**config.mk**
```make
export PLATFORM = sky130hd
export DESIGN_NAME = tx_interrupt_sequencer
export DESIGN_NICKNAME = d
export VERILOG_FILES = /design/src/rtl/tx_interrupt_sequencer.sv
export SDC_FILE = /design/constraint.sdc
export NUM_CORES = 1
export LEC_CHECK = 0
export BUFFER_PORTS_ARGS = -buffer_cell sky130_fd_sc_hd__buf_2
export CORE_ASPECT_RATIO = 0.75
export CORE_UTILIZATION = 50
export CTS_BUF_LIST = sky130_fd_sc_hd__clkbuf_8
export DETAILED_ROUTE_END_ITERATION = 12
export PLACE_DENSITY = 0.87
export SLEW_MARGIN = 40
export SYNTH_ARGS = -nofsm -noshare
export SYNTH_HDL_FRONTEND = slang
export SYNTH_SLANG_ARGS = --single-unit
```
**constraint.sdc**
```tcl
create_clock -name clk -period 4.3 [get_ports clk]
set_input_delay 0.43 -clock clk [delete_from_list [all_inputs] [get_ports clk]]
set_output_delay 0.43 -clock clk [all_outputs]
set_load 0.1 [all_outputs]
```
**src/rtl/tx_interrupt_sequencer.sv**
```systemverilog
// Tx interrupt sequencer: edge-detects eight tx event sources into per-line pending bits and
// raises two acknowledged interrupt pulses with cause/overflow. Optional post-ack holdoff: TX_INTR_HOLDOFF_EN.
module tx_interrupt_sequencer #(
  parameter int HOLDOFF_WIDTH = 16
) (
  input  logic                     clk,
  input  logic                     rst,
  input  logic [7:0]               src_evt,
  input  logic [7:0]               src_mask0,
  input  logic [7:0]               src_mask1,
  input  logic [3:0]               pulse_len,
  input  logic [HOLDOFF_WIDTH-1:0] holdoff,
  input  logic                     ack0,
  input  logic                     ack1,
  output logic                     tx_itrpt0,
  output logic                     tx_itrpt1,
  output logic [7:0]               cause0,
  output logic [7:0]               cause1,
  output logic                     ovf0,
  output logic                     ovf1
);

`ifdef TX_INTR_HOLDOFF_EN
  typedef enum logic [1:0] {S_IDLE, S_PULSE, S_WAIT_ACK, S_HOLDOFF} state_t;
`else
  typedef enum logic [1:0] {S_IDLE, S_PULSE, S_WAIT_ACK} state_t;
  logic unused_holdoff;
  assign unused_holdoff = ^holdoff;
`endif

  logic [7:0] src_evt_p0;
  logic [7:0] rise;

  // stage p0: previous-sample register for rising-edge detection
  always_ff @(posedge clk) begin
    if (rst) src_evt_p0 <= '0;
    else     src_evt_p0 <= src_evt;
  end

  assign rise = src_evt & ~src_evt_p0;

  logic [7:0] mask_l  [2];
  logic       ack_l   [2];
  logic       itrpt_l [2];
  logic [7:0] cause_l [2];
  logic       ovf_l   [2];

  assign mask_l[0] = src_mask0;
  assign mask_l[1] = src_mask1;
  assign ack_l[0]  = ack0;
  assign ack_l[1]  = ack1;

  assign tx_itrpt0 = itrpt_l[0];
  assign tx_itrpt1 = itrpt_l[1];
  assign cause0    = cause_l[0];
  assign cause1    = cause_l[1];
  assign ovf0      = ovf_l[0];
  assign ovf1      = ovf_l[1];

  for (genvar l = 0; l < 2; l++) begin : g_line
    state_t     state_q, state_d;
    logic [7:0] pending_q, pending_d;
    logic [7:0] cause_q, cause_d;
    logic [7:0] grant, clr;
    logic [3:0] pcnt_q, pcnt_d;
    logic       itrpt_q;
    logic       ovf_q, ovf_d;
    logic       blk_q, blk_d;
`ifdef TX_INTR_HOLDOFF_EN
    logic [HOLDOFF_WIDTH-1:0] hcnt_q, hcnt_d;
`endif

    assign grant = pending_q & mask_l[l];

    // blk holds off capture for the single idle cycle that directly follows an accepted ack,
    // so the next pulse lands no earlier than two edges after the ack.
    always_comb begin
      state_d = state_q;
      pcnt_d  = pcnt_q;
      cause_d = cause_q;
      ovf_d   = ovf_q;
      blk_d   = 1'b0;
      clr     = '0;
`ifdef TX_INTR_HOLDOFF_EN
      hcnt_d  = hcnt_q;
`endif
      case (state_q)
        S_IDLE: begin
          if ((grant != '0) && !blk_q) begin
            cause_d = grant;
            clr     = grant;
            pcnt_d  = pulse_len;
            state_d = S_PULSE;
          end
        end
        S_PULSE: begin
          if (pcnt_q == '0) state_d = S_WAIT_ACK;
          else              pcnt_d  = pcnt_q - 4'd1;
        end
        S_WAIT_ACK: begin
          if (ack_l[l]) begin
            cause_d = '0;
            ovf_d   = 1'b0;
            blk_d   = 1'b1;
`ifdef TX_INTR_HOLDOFF_EN
            if (holdoff != '0) begin
              hcnt_d  = holdoff;
              state_d = S_HOLDOFF;
            end else begin
              state_d = S_IDLE;
            end
`else
            state_d = S_IDLE;
`endif
          end
        end
`ifdef TX_INTR_HOLDOFF_EN
        S_HOLDOFF: begin
          if (hcnt_q == '0) state_d = S_IDLE;
          else              hcnt_d  = hcnt_q - HOLDOFF_WIDTH'(1);
        end
`endif
        default: state_d = S_IDLE;
      endcase
      // a new edge on an already-pending source is flagged; the set also wins over capture-clear
      if ((rise & pending_q) != '0) ovf_d = 1'b1;
      pending_d = (pending_q & ~clr) | rise;
    end

    // stage p1: line state, pending, cause and registered interrupt output
    always_ff @(posedge clk) begin
      if (rst) begin
        state_q   <= S_IDLE;
        pending_q <= '0;
        cause_q   <= '0;
        pcnt_q    <= '0;
        itrpt_q   <= 1'b0;
        ovf_q     <= 1'b0;
        blk_q     <= 1'b0;
`ifdef TX_INTR_HOLDOFF_EN
        hcnt_q    <= '0;
`endif
      end else begin
        state_q   <= state_d;
        pending_q <= pending_d;
        cause_q   <= cause_d;
        pcnt_q    <= pcnt_d;
        itrpt_q   <= (state_d == S_PULSE);
        ovf_q     <= ovf_d;
        blk_q     <= blk_d;
`ifdef TX_INTR_HOLDOFF_EN
        hcnt_q    <= hcnt_d;
`endif
      end
    end

    assign itrpt_l[l] = itrpt_q;
    assign cause_l[l] = cause_q;
    assign ovf_l[l]   = ovf_q;
  end

endmodule

```
### Word-level counts from Yosys, hierarchy flattened

Index checks and enable logic that the tools add are counted.

| operators by class | value |
|---|---|
| add/subtract/negate cells | 2 |
| equal/unequal tests | 12 |
| mux-type cells | 32 |
| bitwise operators | 14 |
| reduce and logical (&&, ||, !) cells | 28 |

Operator list:

| kind | number |
|---|---|
| 2-to-1 mux 8 bit | 8 |
| AND 8 bit | 7 |
| one-hot mux 8 bit (2 select lines) | 2 |
| nonzero test 8 bit | 4 |
| NOT 8 bit | 3 |
| 2-to-1 mux 4 bit | 4 |
| OR 8 bit | 2 |
| one-hot mux 4 bit (2 select lines) | 2 |
| nonzero test 2 bit | 8 |
| 2-to-1 mux 2 bit | 6 |
| inequality test 2 bit (second input constant) | 6 |
| one-hot mux 2 bit (3 select lines) | 2 |
| AND reduction 3 bit | 4 |
| == test 2 x 1 -> 1 bit (second input constant) | 4 |
| logical NOT 4 bit | 2 |
| 2-to-1 mux 1 bit | 8 |
| subtractor 4 x 1 -> 4 bit (second input constant) | 2 |
| == test 2 bit (second input constant) | 2 |
| logical NOT 2 bit | 2 |
| AND reduction 2 bit | 2 |
| OR reduction 2 bit | 2 |
| logical AND 1 bit | 2 |
| logical NOT 1 bit | 2 |
| NOT 1 bit | 2 |

| storage, ports and cells | value |
|---|---|
| bits in registers | 58 |
| bits of input ports | 48 |
| output and inout port bits | 20 |
| logic and storage cells | 103 |

### Longest topological paths before layout

Gate-level depths: netlist of the first run.

| logic depth | value |
|---|---|
| depth after elaboration | 8 |
| gate-level depth with buffers | 7 |
| mapped depth without buffers | 7 |

### Least setup slack after synthesis of the first run

Ideal clock, no wire load.

| timing path | value |
|---|---|
| path type | input -> register |
| start | input src_mask1[0] |
| end | register g_line[1].cause_q[4] (netlist: cause1[4]) |
| library setup time | 128 ps |
| arrival time | 1369 ps |
| data required time | 4172 ps |
| slack | 2803 ps |
| stages on the path | 7 |
| cells stage by stage | a22oi_1 -> nand3_1 -> o21a_2 -> buf_6 -> and3_4 -> a31oi_2 -> nor2_1 |

| on the way | value |
|---|---|
| word-level cells in the longest chain between the ends | 5 |

RTL lines:

| element | RTL line | RTL |
|---|---|---|
| start, declared | 10 | `input logic [7:0] src_mask1,` |
| AND 8 bit | 73 | `assign grant = pending_q & mask_l[l];` |
| nonzero test 8 bit | 89 | `if ((grant != '0) && !blk_q) begin` |
| logical AND 1 bit | 89 |  |
| inequality test 2 bit (no source line) | n/a |  |
| AND reduction 3 bit (no source line) | n/a |  |
| end signal, assigned | 146 | `cause_q <= cause_d;` |
| end, declared | 63 | `logic [7:0] cause_q, cause_d;` |

Every way passes these cells.
A chain may end at the register's enable or synchronous reset.

### Final worst setup path of the first run

| timing path | value |
|---|---|
| start | register g_line[1].pending_q[0] |
| end | register g_line[1].pcnt_q[3] |

| on the way | value |
|---|---|
| word-level cells in the longest chain between the ends | 5 |

RTL lines:

| element | RTL line | RTL |
|---|---|---|
| start, declared | 62 | `logic [7:0] pending_q, pending_d;` |
| start signal, assigned | 145 | `pending_q <= pending_d;` |
| AND 8 bit | 73 |  |
| nonzero test 8 bit | 89 |  |
| logical AND 1 bit | 89 |  |
| inequality test 2 bit (no source line) | n/a |  |
| AND reduction 3 bit (no source line) | n/a |  |
| end signal, assigned | 147 | `pcnt_q <= pcnt_d;` |
| end, declared | 65 | `logic [3:0] pcnt_q, pcnt_d;` |

Every way passes these cells.

==> summary.md, run 1 <==
| Metric | Value |
|---|---|
| Status | finished clean |
| Routed len/inst | 13.72 um |
| Worst vdd ir | roughly 360 uV |
| Tot GR Track Use | 0.2264 |
| CTS buffer count | 9 |
| Via Count | around 2200 |
| GP Congestion | ~0.83 |
| Detail Route Antenna Nets | 0 |
| Max FO, Critical Path | 13 |
| Crit start category | flip-flop |
| # DRC | 0 |
| # hold bufs at CTS | 0 |
| Post-CTS sizing | 0 |
| Grt ovf | 0 |
| Setup WS pre-CTS | 2.243 ns |
| RSZ-0062 raised after global routing | no |
| Rows | 21 |
| H-tree levels | 3 |
| Antenna violations before repair | 0 |
| Clock sink count | slightly below 60 |
| Yosys warns | 0 |
| Drt pass-1 iters | 4 |
| CTS clock-pin slew for the worst setup and hold paths | 0.06 ns |
| Crit share post-route | 0.4364 |
| Largest net degree at the start of global routing | 60 |
| Cells after Synth | between 200 and 300 |
| TritonCTS clock tree | yes |
| Seq/Total Area, Yosys | 0.4764 |
| Die H | around 62 um |
| Clk_skew | 0.004939 ns |
| Fin. max-slew vios | 0 |
| ANT cells | 0 |
| Final WS setup | 2.423 ns |
| Worst-margin pin slew | 0.5939 ns |
| Final Non-Filler Cells | roughly 400 |
| Mean area per synthesized cell | 8.522 um2 |
| DRT Wirelength | 5448 um |
| Final setup TNS | 0 ns |
| Vias/cell | 5.582 |
| I/O pins | 68 |
| Static leakage | 1.284 nW |
| Post-synth EDFFs | 0 |
| Syn nets | 336 |
| Layout area overhead | 18.22% |
| HPWL Detailed | 3875 um |
| Top FF cell, synth | dfxtp_1 |
| Max-cap violation count | 0 |
| Total die area | 5161 um2 |
| Flops & latches, synth | 58 |
| Vias in the first global route | a little under 2000 |
| Worst min path class | in2reg |
| Power, Total | 1.801 mW |
| Clock root cell | clkbuf_8 |
| Setup bufs post-CTS | 0 |
| First-pass GRT wire length | a little under 9000 um |
| Worst Path Arrival | 2.06 ns |
| Layout cell share with drive strength beyond 1 | 0.2382 |
| Crit end category | flip-flop |
| Starting density of the core | 0.5331 |
| Pwr per Cell Area | 625.0 nW/um2 |
| IO buf count | 51 |
| Tmin final | 1.877 ns |
| Fmax | 532.9 MHz |
| Die width | about 83 um |
| CP Data Required Time | 4.49 ns |
| Core area | 4572 um2 |
| Ys async rst share | 0 |
| Clk_lat worst skew | 0.33 ns |
| Final hold vios | 0 |
| Setup-failing EPs final | 0 |
| Final nets | 386 |
| Slew margin rel. | 0.6040 |
| Count of different cell masters after synthesis | 41 |
| Placed Instances | roughly 380 |
| WS Path Type | reg2reg |
| Maximum clock path buffer count | 2 |
| Mapped cell area | roughly 2400 um2 |
| Initial DRC count | about 120 |
## metrics by stage
step,utilization,hold slack [ns],area [um2]
after floorplan,-,0.4521,2437
after global placement,0.5925,0.4579,2709
after detailed placement,0.5930,0.4765,2711
after CTS,0.6303,0.2923,2882
after global routing,0.6303,0.3043,2882
final,0.6303,0.3145,2882
## power by group
group | switching, mW | internal, mW
Combinational | 0.475 | 0.207
Sequential | 0.0603 | 0.628
Clock | 0.199 | 0.232
## layout make-up
type | count | area [um2]
Fill cell | 404 | 1690
Clock inverter | 4 | 18.77
Sequential cell | 58 | 1161
Inverter | 11 | 41.29
Multi-Input combinational cell | 204 | 1172
Clock buffer | 11 | 151.4
Timing Repair Buffer | 52 | 265.3
Tap cell | 57 | 71.32
## final timing paths
path | from | endpoint | slack, ns | cells past startpoint
setup / recovery | g_line[1].pending_q[0] | g_line[1].pcnt_q[3] | 2.42 | 6
hold / removal | src_mask1[5] | g_line[1].pending_q[5] | 0.31 | 2
setup reg to reg | g_line[1].pending_q[0] | g_line[1].pcnt_q[3] | 2.42 | 6
hold reg to reg | g_line[0].pcnt_q[1] | g_line[0].pcnt_q[1] | 0.49 | 2
## cell families (layout without fill, tap and decap cells)
family / after synthesis / after routing / synth area share
AND/OR/NAND/NOR: 126 / 126 / 0.2536
buffers and inverters: 24 / 78 / 0.04261
flip-flops: 58 / 58 / 0.4764
multiplexers: 4 / 4 / 0.01643
AO/OA/AOI/OAI: 72 / 72 / 0.2007
adder cells (fa/ha/maj): 2 / 2 / 0.01027
## metal layers
layer | wire length [um] | GRT usage | share of wire
met1 | 2576 | 0.2928 | 0.47
met2 | 2504 | 0.3399 | 0.46
met3 | 321 | 0.09927 | 0.059
met4 | 44 | 0.06466 | 0.0081
met5 | 0 | 0 | 0
## synth_stat cells, types with 3 or more instances
| master | number | area share |
|---|---|---|
| dfxtp_1 | 58 | 0.48 |
| nor2_1 | 50 | 0.077 |
| nand2_1 | 25 | 0.039 |
| nor2b_1 | 18 | 0.046 |
| a31oi_1 | 16 | 0.041 |
| a21oi_1 | 15 | 0.031 |
| o21ai_0 | 12 | 0.025 |
| inv_1 | 11 | 0.017 |
| nand2b_1 | 9 | 0.023 |
| clkbuf_1 | 8 | 0.012 |
| nand3_1 | 6 | 0.012 |
| a311oi_1 | 5 | 0.018 |
| a221oi_1 | 4 | 0.014 |
| mux2i_1 | 4 | 0.016 |
| a22o_1 | 3 | 0.011 |
| and3_2 | 3 | 0.0092 |
| nor3b_1 | 3 | 0.0092 |
| o21ai_2 | 3 | 0.011 |
## state kept, by name (all words and copies together), names as in the netlist
| register | flops |
|---|---|
| tx_itrpt0 | 1 |
| src_evt_p0 | 8 |
| tx_itrpt1 | 1 |
| ovf0 | 1 |
| g_line.state_q | 4 |
| cause1 | 8 |
| g_line.pcnt_q | 8 |
| g_line.blk_q | 2 |
| g_line.pending_q | 16 |
| cause0 | 8 |
| ovf1 | 1 |
## critical path: stages, from the launching register on
cell and delay (ns):
dfxtp_1 0.33, a22oi_1 0.22, nand3_1 0.15, o21ai_2 0.48, o21ai_2 0.25, mux2i_1 0.20, o21ai_0 0.09
## placed cells by master (no fill, tap or decap), types with 9 or more instances in the layout
master,instances
a21oi_1,15
inv_1,12
buf_2,50
clkbuf_8,11
nand2_1,25
dfxtp_1,58
a31oi_1,16
o21ai_0,12
nor2_1,50
nand2b_1,9
nor2b_1,18
Note: power is estimated with default switching activity, not from simulation.
==> run 2: changes to the inputs <==
Settings changed: ABC_AREA set to 1, CORE_UTILIZATION 50 to 49, PLACE_DENSITY 0.87 to 0.88.
Clock period 4.3 ns to 1.6 ns, I/O delays scaled along.
==> run 2 against run 1 <==
  * First-iteration DRC count is 16% lower
  * Highest routed layer unchanged
  * Hold slack worse by 0.28 ns
  * Die area increased by 7.6%
  * Largest cell class unchanged
  * Via count up 12%
  * Global-route usage rose by 0.73 points
  * Flip-flop and latch count unchanged
  * Clock power rose to 2.6 times the previous value
  * Design area grew 6.5%
  * Combinational power increased by 150%
==> summary.md, run 2 <==
| Metric | Value |
|---|---|
| Status | finished clean |
| Static leakage | ~1.6 nW |
| Crit end category | flip-flop |
| Layout area overhead | 19.09% |
| CP Data Required Time | 1.84 ns |
| Tmin final | 1.403 ns |
| Power, Total | roughly 4.6 mW |
| Synth Area in Compound Gates | 0.09811 |
| Count of different cell masters after synthesis | 26 |
| Worst-margin pin slew | 0.4928 ns |
| Clock root cell | clkbuf_8 |
| Setup-failing EPs final | 0 |
| Post-synthesis adder-cell area fraction | 0.009713 |
| Largest area contributor in the netlist | dfxtp_1 |
| CP max stage cell | nor3_4 |
| Die width | 85.73 um |
| Simple-gate portion of the synthesized area | 0.3434 |
| Final setup TNS | 0 ns |
| ANT cells | 0 |
| Crit share post-route | 0.8770 |
| Worst min path class | in2reg |
| Layout cell share with drive strength beyond 1 | 0.2056 |
| Crit start category | flip-flop |
| Final Non-Filler Cells | 500 |
| Post-synth EDFFs | 0 |
| Detail Route Antenna Nets | 0 |
| CP max stage delay | 0.39 ns |
| CTS clock-pin slew for the worst setup and hold paths | 0.06 ns |
| Share of the synthesized area in the top cell type | 0.4507 |
| First-pass GRT wire length | 9763 um |
| Fmax | 712.6 MHz |
| Slew margin rel. | 0.6737 |
| Mean area per synthesized cell | about 7.0 um2 |
| Drt pass-1 iters | 5 |
| Clk_skew | 0.004756 ns |
| Clk_lat worst skew | 0.34 ns |
| Mapped cell area | approximately 2600 um2 |
| # hold bufs at CTS | 0 |
| Max FO, Critical Path | 13 |
| I/O pins | ~70 |
| Reg with most FFs | g_line.pending_q |
| Vias/cell | around 5 |
| WS Path Type | reg2reg |
| Final nets | between 400 and 500 |
| Largest family of logic cells by synthesized area | simple AND/OR/NAND/NOR gates |
| Critical path cell sequence | nor3_4 -> nand2_4 -> nand2_2 -> nand2_1 -> nand2_1 -> nor2_1 |
| GP Congestion | 0.8754 |
| Largest net degree at the start of global routing | 20 |
| Max-cap violation count | 0 |
| Pwr per Cell Area | ~1500 nW/um2 |
| Critical Path Most Common Cell | nand2_1 |
| RSZ-0062 raised after global routing | no |
| DRT Wirelength | 5864 um |
| CTS buffer count | 9 |
| Rows | 22 |
| Core area | 4982 um2 |
| Ys async rst share | 0 |
| Final hold vios | 0 |
| Commonest cells in the netlist | nand2_1 (87), dfxtp_1 (58), inv_1 (51) |
| Yosys warns | 0 |
| # DRC | 0 |
| Hold slack | slightly below 0.04 ns |
| Flops & latches, synth | 58 |
| Fill cell count | 456 |
| Most common cell after layout, fill and taps aside | nand2_1 |
| Grt ovf | 0 |
| Antenna violations before repair | 0 |
| Vias in the first global route | between 2000 and 2500 |
| Maximum clock path buffer count | 2 |
| Initial DRC count | 104 |
| Most frequent cells in the layout | nand2_1 (87), dfxtp_1 (58), inv_1 (52) |
| Worst Path Arrival | 1.64 ns |
| Syn nets | between 400 and 500 |
| Via Count | 2491 |
| H-tree levels | 3 |
| HPWL Detailed | roughly 4500 um |
| Mux share of post-synthesis cell area | 0 |
| Area contributors post-synth | dfxtp_1 (45%), nand2_1 (13%), nand3_1 (9.7%), inv_1 (7.4%), a21oi_1 (7.2%) |
| Top FF cell, synth | dfxtp_1 |
| Worst vdd ir | between 800 and 900 uV |
| Die H | 64.80 um |
| IO buf count | 51 |
| Placed Instances | just under 500 |
| Setup bufs post-CTS | 0 |
| Synth Area in XOR/XNOR | 0 |
| Seq/Total Area, Yosys | 0.4507 |
| Top-count cell post-synth | nand2_1 |
| Clock sink count | 58 |
| Total die area | 5555 um2 |
| Cells after Synth | 366 |
| TritonCTS clock tree | yes |
| Routed len/inst | roughly 12 um |
| Starting density of the core | 0.5171 |
| Fin. max-slew vios | 0 |
| Post-CTS sizing | 0 |
| Max FFs per register | 16 |
| Tot GR Track Use | 0.2337 |
==> run 2: cell count changes in the layout (fill, tap and decap cells not counted), sizes merged, moves of 8 or more <==
| cell | delta |
|---|---|
| nor2 | -8 |
| o21ai | -10 |
| a31oi | -17 |
| inv | +44 |
| a21oi | +24 |
| nand2b | -9 |
| nand2 | +69 |
| nand3 | +44 |
| nor2b | -18 |
==> run 2: critical path: cells and delay by family, from the launching register on <==
family | cells | cell delay (ns)
AND/OR/NAND/NOR | 6 | 0.92
flip-flops | 1 | 0.38
==> run 2: logic make-up after synthesis <==
group                    after synthesis
AO/OA/AOI/OAI                         48
adder cells (fa/ha/maj)                2
buffers and inverters                 63
flip-flops                            58
AND/OR/NAND/NOR                      195
==> run 2: report_power, final <==
part / internal [mW] / switching (mW) / total, mW
combinational: 0.476 / 1.22 / 1.70
clock: 0.574 / 0.546 / 1.12
sequential: 1.66 / 0.137 / 1.79
total: 2.71 / 1.91 / 4.61
==> run 2: per-stage QoR <==
stage	instance area [um2]	util	worst slack (ns)
floorplan	2576	-	0.3155
global placement	2909	0.5839	0.2763
detailed placement	2909	0.5839	0.2089
CTS	3068	0.6158	0.1996
global route	3068	0.6158	0.06073
finish	3068	0.6158	0.1967
==> run 2: area by class of cell <==
class	count	area, um2	area share
clock buffer	10	137.6	0.04486
clock inverter	4	21.27	0.006933
inverter	56	210.2	0.06852
multi-input combinational	245	1162	0.3789
sequential	58	1161	0.3785
tap	72	90.09	0.02936
timing repair buffer	55	285.3	0.09299
==> run 2: per-layer routing <==
layer  wire length, um  GRT usage  vias to the layer above  share of wire
met5                 0          0                        -              0
met3               363     0.1006                        8          0.062
met2              2773     0.3750                       68           0.47
met4                74    0.08125                        0          0.013
met1              2653     0.2812                     1123           0.45
li1                  -          -                     1292              -
==> run 2: final timing paths <==
kind	depth (start not counted)	endpoint	slack, ns	startpoint
max	6	g_line[1].pcnt_q[1]	0.20	g_line[1].state_q[1]
min reg2reg	2	cause0[3]	0.48	cause0[3]
min	3	src_evt_p0[0]	0.04	src_evt[0]
max reg2reg	6	g_line[1].pcnt_q[1]	0.20	g_line[1].state_q[1]
